==> src/rtl/pipe_hazard_ctrl_pkg.sv <==
// Shared types and constants for the pipeline hazard controller.
// Forward-select encodings, default mult/div latencies, busy counter width.
package pipe_ctrl_pkg;

    localparam int unsigned ADDR_W       = 5;
    localparam int unsigned CNT_W        = 4;
    localparam int unsigned MULT_LAT_DEF = 5;
    localparam int unsigned DIV_LAT_DEF  = 10;

    typedef enum logic [1:0] {
        FWD_RF = 2'd0,
        FWD_M  = 2'd1,
        FWD_W  = 2'd2
    } fwd_sel_e;

    // A producing stage matches a reader when it writes the same non-zero register.
    function automatic logic addr_hit(input logic we, input logic [ADDR_W-1:0] wa,
                                      input logic [ADDR_W-1:0] a);
        return we && (wa == a) && (a != '0);
    endfunction

    // M beats W; a load still in M has no data yet, so it falls through to W.
    function automatic fwd_sel_e fwd_pick(input logic [ADDR_W-1:0] a,
                                          input logic we_m, input logic [ADDR_W-1:0] wa_m,
                                          input logic load_m,
                                          input logic we_w, input logic [ADDR_W-1:0] wa_w);
        if (addr_hit(we_m, wa_m, a) && !load_m) return FWD_M;
        if (addr_hit(we_w, wa_w, a))            return FWD_W;
        return FWD_RF;
    endfunction

endpackage

==> src/rtl/pipe_hazard_ctrl_if.sv <==
// Bundle of pipeline-stage observations and hazard controls.
// master = pipeline datapath, slave = pipe_hazard_ctrl.
interface pipe_hazard_ctrl_if;
    import pipe_ctrl_pkg::*;

    logic [ADDR_W-1:0] A1D, A2D, A1E, A2E;
    logic [ADDR_W-1:0] WAE, WAM, WAW;
    logic              A1UseD, A2UseD, BranchD;
    logic              RegWriteE, RegWriteM, RegWriteW;
    logic              MemtoRegE, MemtoRegM;
    logic              MDStartE, MDTypeE, MDUseD;

    logic              StallF, StallD, FlushE;
    logic [1:0]        FwdA1D, FwdA2D, FwdA1E, FwdA2E;
    logic              MDBusy;

    modport master (
        output A1D, A2D, A1E, A2E, WAE, WAM, WAW,
               A1UseD, A2UseD, BranchD,
               RegWriteE, RegWriteM, RegWriteW,
               MemtoRegE, MemtoRegM,
               MDStartE, MDTypeE, MDUseD,
        input  StallF, StallD, FlushE,
               FwdA1D, FwdA2D, FwdA1E, FwdA2E, MDBusy
    );

    modport slave (
        input  A1D, A2D, A1E, A2E, WAE, WAM, WAW,
               A1UseD, A2UseD, BranchD,
               RegWriteE, RegWriteM, RegWriteW,
               MemtoRegE, MemtoRegM,
               MDStartE, MDTypeE, MDUseD,
        output StallF, StallD, FlushE,
               FwdA1D, FwdA2D, FwdA1E, FwdA2E, MDBusy
    );

endinterface

==> src/rtl/pipe_hazard_ctrl_md_busy_counter.sv <==
// Multi-cycle mult/div busy tracker: loads the unit latency on start,
// counts down to zero; busy while non-zero.
module md_busy_counter
    import pipe_ctrl_pkg::*;
#(
    parameter int unsigned MULT_LAT = MULT_LAT_DEF,
    parameter int unsigned DIV_LAT  = DIV_LAT_DEF
) (
    input  logic clk,
    input  logic reset,
    input  logic start,
    input  logic div,
    output logic busy
);

    localparam logic [CNT_W-1:0] MULT_CNT = CNT_W'(MULT_LAT);
    localparam logic [CNT_W-1:0] DIV_CNT  = CNT_W'(DIV_LAT);

    logic [CNT_W-1:0] count;

    // A start arriving while busy is dropped; the MD stall prevents it upstream.
    always_ff @(posedge clk) begin
        if (reset) begin
            count <= '0;
        end else if (start && (count == '0)) begin
            count <= div ? DIV_CNT : MULT_CNT;
        end else if (count != '0) begin
            count <= count - 1'b1;
        end
    end

    assign busy = (count != '0);

endmodule

==> src/rtl/pipe_hazard_ctrl.sv <==
// Hazard/scheduling controller for the five-stage pipeline: forwarding selects,
// load-use/branch stalls and (with `define MDU_EN) the mult/div busy stall.
module pipe_hazard_ctrl
    import pipe_ctrl_pkg::*;
#(
    parameter int unsigned MULT_LAT = MULT_LAT_DEF,
    parameter int unsigned DIV_LAT  = DIV_LAT_DEF
) (
    input  logic               clk,
    input  logic               reset,
    pipe_hazard_ctrl_if.slave  hz
);

    logic e_hit_a1, e_hit_a2, m_hit_a1, m_hit_a2;
    logic load_stall, branch_stall, md_stall, stall;
    logic md_busy;

    assign e_hit_a1 = addr_hit(hz.RegWriteE, hz.WAE, hz.A1D);
    assign e_hit_a2 = addr_hit(hz.RegWriteE, hz.WAE, hz.A2D);
    assign m_hit_a1 = addr_hit(hz.RegWriteM, hz.WAM, hz.A1D);
    assign m_hit_a2 = addr_hit(hz.RegWriteM, hz.WAM, hz.A2D);

    assign load_stall = hz.MemtoRegE &&
                        ((hz.A1UseD && e_hit_a1) || (hz.A2UseD && e_hit_a2));

    // Branches compare in D, so an ALU result in E or a load in M is too late.
    assign branch_stall = hz.BranchD &&
                          (e_hit_a1 || e_hit_a2 ||
                           (hz.MemtoRegM && (m_hit_a1 || m_hit_a2)));

`ifdef MDU_EN
    md_busy_counter #(
        .MULT_LAT (MULT_LAT),
        .DIV_LAT  (DIV_LAT)
    ) u_md_busy (
        .clk   (clk),
        .reset (reset),
        .start (hz.MDStartE),
        .div   (hz.MDTypeE),
        .busy  (md_busy)
    );

    assign md_stall = hz.MDUseD && (hz.MDStartE || md_busy);
`else
    logic unused_md;

    assign md_busy   = 1'b0;
    assign md_stall  = 1'b0;
    assign unused_md = &{1'b0, clk, hz.MDStartE, hz.MDTypeE, hz.MDUseD,
                         MULT_LAT[0], DIV_LAT[0]};
`endif

    assign stall     = load_stall || branch_stall || md_stall;
    assign hz.MDBusy = md_busy;

    always_comb begin
        hz.StallF = 1'b0;
        hz.StallD = 1'b0;
        hz.FlushE = 1'b0;
        hz.FwdA1D = FWD_RF;
        hz.FwdA2D = FWD_RF;
        hz.FwdA1E = FWD_RF;
        hz.FwdA2E = FWD_RF;
        if (!reset) begin
            hz.StallF = stall;
            hz.StallD = stall;
            hz.FlushE = stall;
            hz.FwdA1D = fwd_pick(hz.A1D, hz.RegWriteM, hz.WAM, hz.MemtoRegM,
                                 hz.RegWriteW, hz.WAW);
            hz.FwdA2D = fwd_pick(hz.A2D, hz.RegWriteM, hz.WAM, hz.MemtoRegM,
                                 hz.RegWriteW, hz.WAW);
            hz.FwdA1E = fwd_pick(hz.A1E, hz.RegWriteM, hz.WAM, hz.MemtoRegM,
                                 hz.RegWriteW, hz.WAW);
            hz.FwdA2E = fwd_pick(hz.A2E, hz.RegWriteM, hz.WAM, hz.MemtoRegM,
                                 hz.RegWriteW, hz.WAW);
        end
    end

endmodule

==> src/flat_wrapper.sv <==
// flat-port wrapper written by rule: the top's interface ports become plain ports
module pipe_hazard_ctrl_flat import pipe_ctrl_pkg::*;
#(
    parameter int unsigned MULT_LAT = MULT_LAT_DEF,
    parameter int unsigned DIV_LAT  = DIV_LAT_DEF
)
  (clk, reset, hz_A1D, hz_A2D, hz_A1E, hz_A2E, hz_WAE, hz_WAM, hz_WAW, hz_A1UseD, hz_A2UseD, hz_BranchD, hz_RegWriteE, hz_RegWriteM, hz_RegWriteW, hz_MemtoRegE, hz_MemtoRegM, hz_MDStartE, hz_MDTypeE, hz_MDUseD, hz_StallF, hz_StallD, hz_FlushE, hz_FwdA1D, hz_FwdA2D, hz_FwdA1E, hz_FwdA2E, hz_MDBusy);
  pipe_hazard_ctrl_if hz_i ();
  input  logic clk;
  input  logic reset;
  input wire logic [$bits(hz_i.A1D)-1:0] hz_A1D;
  input wire logic [$bits(hz_i.A2D)-1:0] hz_A2D;
  input wire logic [$bits(hz_i.A1E)-1:0] hz_A1E;
  input wire logic [$bits(hz_i.A2E)-1:0] hz_A2E;
  input wire logic [$bits(hz_i.WAE)-1:0] hz_WAE;
  input wire logic [$bits(hz_i.WAM)-1:0] hz_WAM;
  input wire logic [$bits(hz_i.WAW)-1:0] hz_WAW;
  input wire logic [$bits(hz_i.A1UseD)-1:0] hz_A1UseD;
  input wire logic [$bits(hz_i.A2UseD)-1:0] hz_A2UseD;
  input wire logic [$bits(hz_i.BranchD)-1:0] hz_BranchD;
  input wire logic [$bits(hz_i.RegWriteE)-1:0] hz_RegWriteE;
  input wire logic [$bits(hz_i.RegWriteM)-1:0] hz_RegWriteM;
  input wire logic [$bits(hz_i.RegWriteW)-1:0] hz_RegWriteW;
  input wire logic [$bits(hz_i.MemtoRegE)-1:0] hz_MemtoRegE;
  input wire logic [$bits(hz_i.MemtoRegM)-1:0] hz_MemtoRegM;
  input wire logic [$bits(hz_i.MDStartE)-1:0] hz_MDStartE;
  input wire logic [$bits(hz_i.MDTypeE)-1:0] hz_MDTypeE;
  input wire logic [$bits(hz_i.MDUseD)-1:0] hz_MDUseD;
  output wire logic [$bits(hz_i.StallF)-1:0] hz_StallF;
  output wire logic [$bits(hz_i.StallD)-1:0] hz_StallD;
  output wire logic [$bits(hz_i.FlushE)-1:0] hz_FlushE;
  output wire logic [$bits(hz_i.FwdA1D)-1:0] hz_FwdA1D;
  output wire logic [$bits(hz_i.FwdA2D)-1:0] hz_FwdA2D;
  output wire logic [$bits(hz_i.FwdA1E)-1:0] hz_FwdA1E;
  output wire logic [$bits(hz_i.FwdA2E)-1:0] hz_FwdA2E;
  output wire logic [$bits(hz_i.MDBusy)-1:0] hz_MDBusy;
  assign hz_i.A1D = hz_A1D;
  assign hz_i.A2D = hz_A2D;
  assign hz_i.A1E = hz_A1E;
  assign hz_i.A2E = hz_A2E;
  assign hz_i.WAE = hz_WAE;
  assign hz_i.WAM = hz_WAM;
  assign hz_i.WAW = hz_WAW;
  assign hz_i.A1UseD = hz_A1UseD;
  assign hz_i.A2UseD = hz_A2UseD;
  assign hz_i.BranchD = hz_BranchD;
  assign hz_i.RegWriteE = hz_RegWriteE;
  assign hz_i.RegWriteM = hz_RegWriteM;
  assign hz_i.RegWriteW = hz_RegWriteW;
  assign hz_i.MemtoRegE = hz_MemtoRegE;
  assign hz_i.MemtoRegM = hz_MemtoRegM;
  assign hz_i.MDStartE = hz_MDStartE;
  assign hz_i.MDTypeE = hz_MDTypeE;
  assign hz_i.MDUseD = hz_MDUseD;
  assign hz_StallF = hz_i.StallF;
  assign hz_StallD = hz_i.StallD;
  assign hz_FlushE = hz_i.FlushE;
  assign hz_FwdA1D = hz_i.FwdA1D;
  assign hz_FwdA2D = hz_i.FwdA2D;
  assign hz_FwdA1E = hz_i.FwdA1E;
  assign hz_FwdA2E = hz_i.FwdA2E;
  assign hz_MDBusy = hz_i.MDBusy;
  pipe_hazard_ctrl #(.MULT_LAT(MULT_LAT), .DIV_LAT(DIV_LAT)) u_core (.clk(clk), .reset(reset), .hz(hz_i));
endmodule
==> config.mk <==
export PLATFORM = sky130hd
export DESIGN_NAME = pipe_hazard_ctrl_flat
export DESIGN_NICKNAME = d
export VERILOG_FILES = /design/src/rtl/pipe_hazard_ctrl_pkg.sv /design/src/rtl/pipe_hazard_ctrl_if.sv /design/src/rtl/pipe_hazard_ctrl_md_busy_counter.sv /design/src/rtl/pipe_hazard_ctrl.sv /design/src/flat_wrapper.sv
export SDC_FILE = /design/constraint.sdc
export NUM_CORES = 1
export LEC_CHECK = 0
export ABC_CLOCK_PERIOD_IN_PS = 1800
export BUFFER_PORTS_ARGS = -buffer_cell sky130_fd_sc_hd__buf_2
export CORE_MARGIN = 2
export CORE_UTILIZATION = 43
export DETAILED_ROUTE_END_ITERATION = 6
export GPL_ROUTABILITY_DRIVEN = 0
export PLACE_DENSITY = 0.86
export SYNTH_ARGS = -nofsm -noshare
export SYNTH_HDL_FRONTEND = slang
export SYNTH_SLANG_ARGS = --single-unit
==> constraint.sdc <==
create_clock -name vclk -period 1.8
set_input_delay 0.18 -clock vclk [all_inputs]
set_output_delay 0.18 -clock vclk [all_outputs]
set_load 0.01 [all_outputs]
==> results.json <==
{
  "hold_viol": 0,
  "min_period_over_period_pct": 97.8,
  "power.share.sequential_pct": 0,
  "dieArea_mm2": 0.00219,
  "synth_cell_types": 26,
  "dp_cells": 183,
  "ff_latch_area_um2": 0,
  "synth.avg_cell_area_um2": 7.34,
  "fin_cells": 184,
  "clockPowerShare_pct": 0,
  "cp_cell_sequence": "buf_2 -> or4_4 -> nor2_4 -> nor4_4 -> a2111oi_2 -> buf_2",
  "yosysSeqAreaShare_pct": 0,
  "cp-start-kind": "input pin",
  "cp_top_family": "simple AND/OR/NAND/NOR gates",
  "synthesis.nets": 155,
  "maxSlewViolCount": 0,
  "grt_max_degree": 7,
  "endpoint": "hz_FwdA1D[1]",
  "dp_hpwl_um": 2120,
  "grtUsageMet2_pct": 41.1,
  "combPwrFrac_pct": 100.0,
  "row_count": 15,
  "synth_largest_area_cell": "xnor2_1",
  "sw_frac_of_total_pct": 50.1,
  "grt_pass1_wl_um": 3530,
  "worstHoldPathType": "in2out",
  "synth_area_leaders": "xnor2_1, xor2_1, nand4_1, or4_1, clkbuf_1",
  "syn-cell-area_um2": 786,
  "nClkBuffers": 0,
  "die_h_um": 46.7,
  "wl_per_cell_um": 13.6,
  "port_buffers": 55,
  "worstPathArrival_ns": 1.58,
  "start_util_pct": 45.5,
  "critPathMaxFanout": 3,
  "remaining_drc_errors": 0,
  "max_stage_delay_ns": 0.54,
  "diodes": 0,
  "setup_viol": 0,
  "grtUsageMet3_pct": 2.31,
  "cp_common_cell": "buf_2",
  "drt_wl_total_um": 2510,
  "fin_crit_ns": 1.76,
  "grt-busiest-layer": "met2",
  "nNetsFinal": 209,
  "max_freq_ghz": 0.568,
  "rsz0062_at_grt": "yes",
  "internal_power_uw": 127,
  "grt_overflow_total": 0,
  "n_sequential_cell": 0,
  "grt_pass1_vias": 874,
  "n_fill_cell": 167,
  "drt_first_pass_iters": 4,
  "final_common_cell": "buf_2",
  "viasPerCell": 5.20,
  "drv_cap": 0,
  "cp_num_buf_inv": 2,
  "layout-drive-gt1-share_pct": 45.9,
  "critical_path_required_ns": 1.62,
  "end_kind": "primary output",
  "path_class": "in2out",
  "ant_nets": 0,
  "netlist_instances": 107,
  "io_pins": 60,
  "grtUsageTotal_pct": 21.5,
  "num_vias": 956,
  "outcome": "finished clean",
  "p_per_area_mw_per_mm2": 223,
  "path_depth": 6,
  "timing.hold.ws_ns": 0.651,
  "grt_util_met1_pct": 25.1,
  "startpoint": "hz_A1D[1]",
  "mostFrequentLayoutCells": "buf_2, xnor2_1, nand4_1",
  "grt_antenna_before_repair": 0,
  "drt-initial-drc-count": 16,
  "synth_warnings": 0,
  "ir_drop_mv": 0.103,
  "yosys.area.top_type_share_pct": 46.8,
  "p_sw_uw": 128,
  "power.leakage_uw": 0.000462,
  "crit_slowest_cell": "or4_4",
  "syn2layout_area_growth_pct": 46.0,
  "die_x_um": 46.7,
  "core_area_mm2": 0.00173
}
stage by stage:
stage               util (%)  worst slack, ns  cell area [um2]  setup TNS, ns  power, uW
floorplan                  -           0.0868              786              0        134
global placement        63.0           0.0590             1090              0        231
detailed placement      63.0           0.0415             1090              0        240
CTS                     63.0           0.0373             1090              0        241
global route            66.4          -0.0140             1150        -0.0461        276
finish                  66.4           0.0392             1150              0        255
logic make-up after synthesis:
family	Yosys count	share of synthesized area [%]
xor+xnor	50	55.7
simple gates	39	31.1
buf+inv	11	6.69
compound gates	6	6.05
other cells	1	0.477
worst min path at each step:
stage / startpoint / to / slack [ns] / cells past startpoint
after CTS: hz_MemtoRegM / hz_FwdA2D[0] / 0.65 / 3
after detailed placement: hz_MemtoRegM / hz_FwdA1D[0] / 0.65 / 3
after global placement: hz_MemtoRegM / hz_FwdA2D[0] / 0.64 / 3
after global routing: hz_MemtoRegM / hz_FwdA2D[0] / 0.67 / 3
after floorplan: reset / hz_FwdA1E[0] / 0.41 / 1
final: hz_MemtoRegM / hz_FwdA2D[0] / 0.65 / 3
final cells by class:
type | instances | area [um2] | share of cell area, %
Timing Repair Buffer | 62 | 328 | 28.6
Tap cell | 25 | 31.3 | 2.73
Inverter | 1 | 3.75 | 0.327
Multi-Input combinational cell | 96 | 785 | 68.4
per-layer routing:
layer | part of all wire, % | wire [um]
met1 | 40 | 1010
met2 | 54 | 1360
met3 | 4.6 | 116
met4 | 1.1 | 28
met5 | 0 | 0
power groups by stage:
stage	Clock, uW	Combinational (uW)	Sequential, uW
finish	0	255	0
global route	0	276	0
CTS	0	241	0
detailed placement	0	240	0
global placement	0	231	0
floorplan	0	134	0
tightest hold or removal path: stages:
cell,delay [ns]
buf_2,0.11
nor3b_1,0.05
buf_2,0.13
Yosys cell counts, types with 2 or more instances:
master	count
xnor2_1	42
buf_4	3
nand2_1	5
nor4_1	2
or4_1	5
nor3b_1	2
nor2_1	6
nor4b_1	2
xor2_1	8
nand4_1	10
clkbuf_1	7
timing repair:
item	CTS	global route
hold buffers	0	0
resized for setup	0	9
setup buffers	0	1
hold endpoints to repair	0	0
setup endpoints to repair	0	4
(Power assumes the default switching activity.)
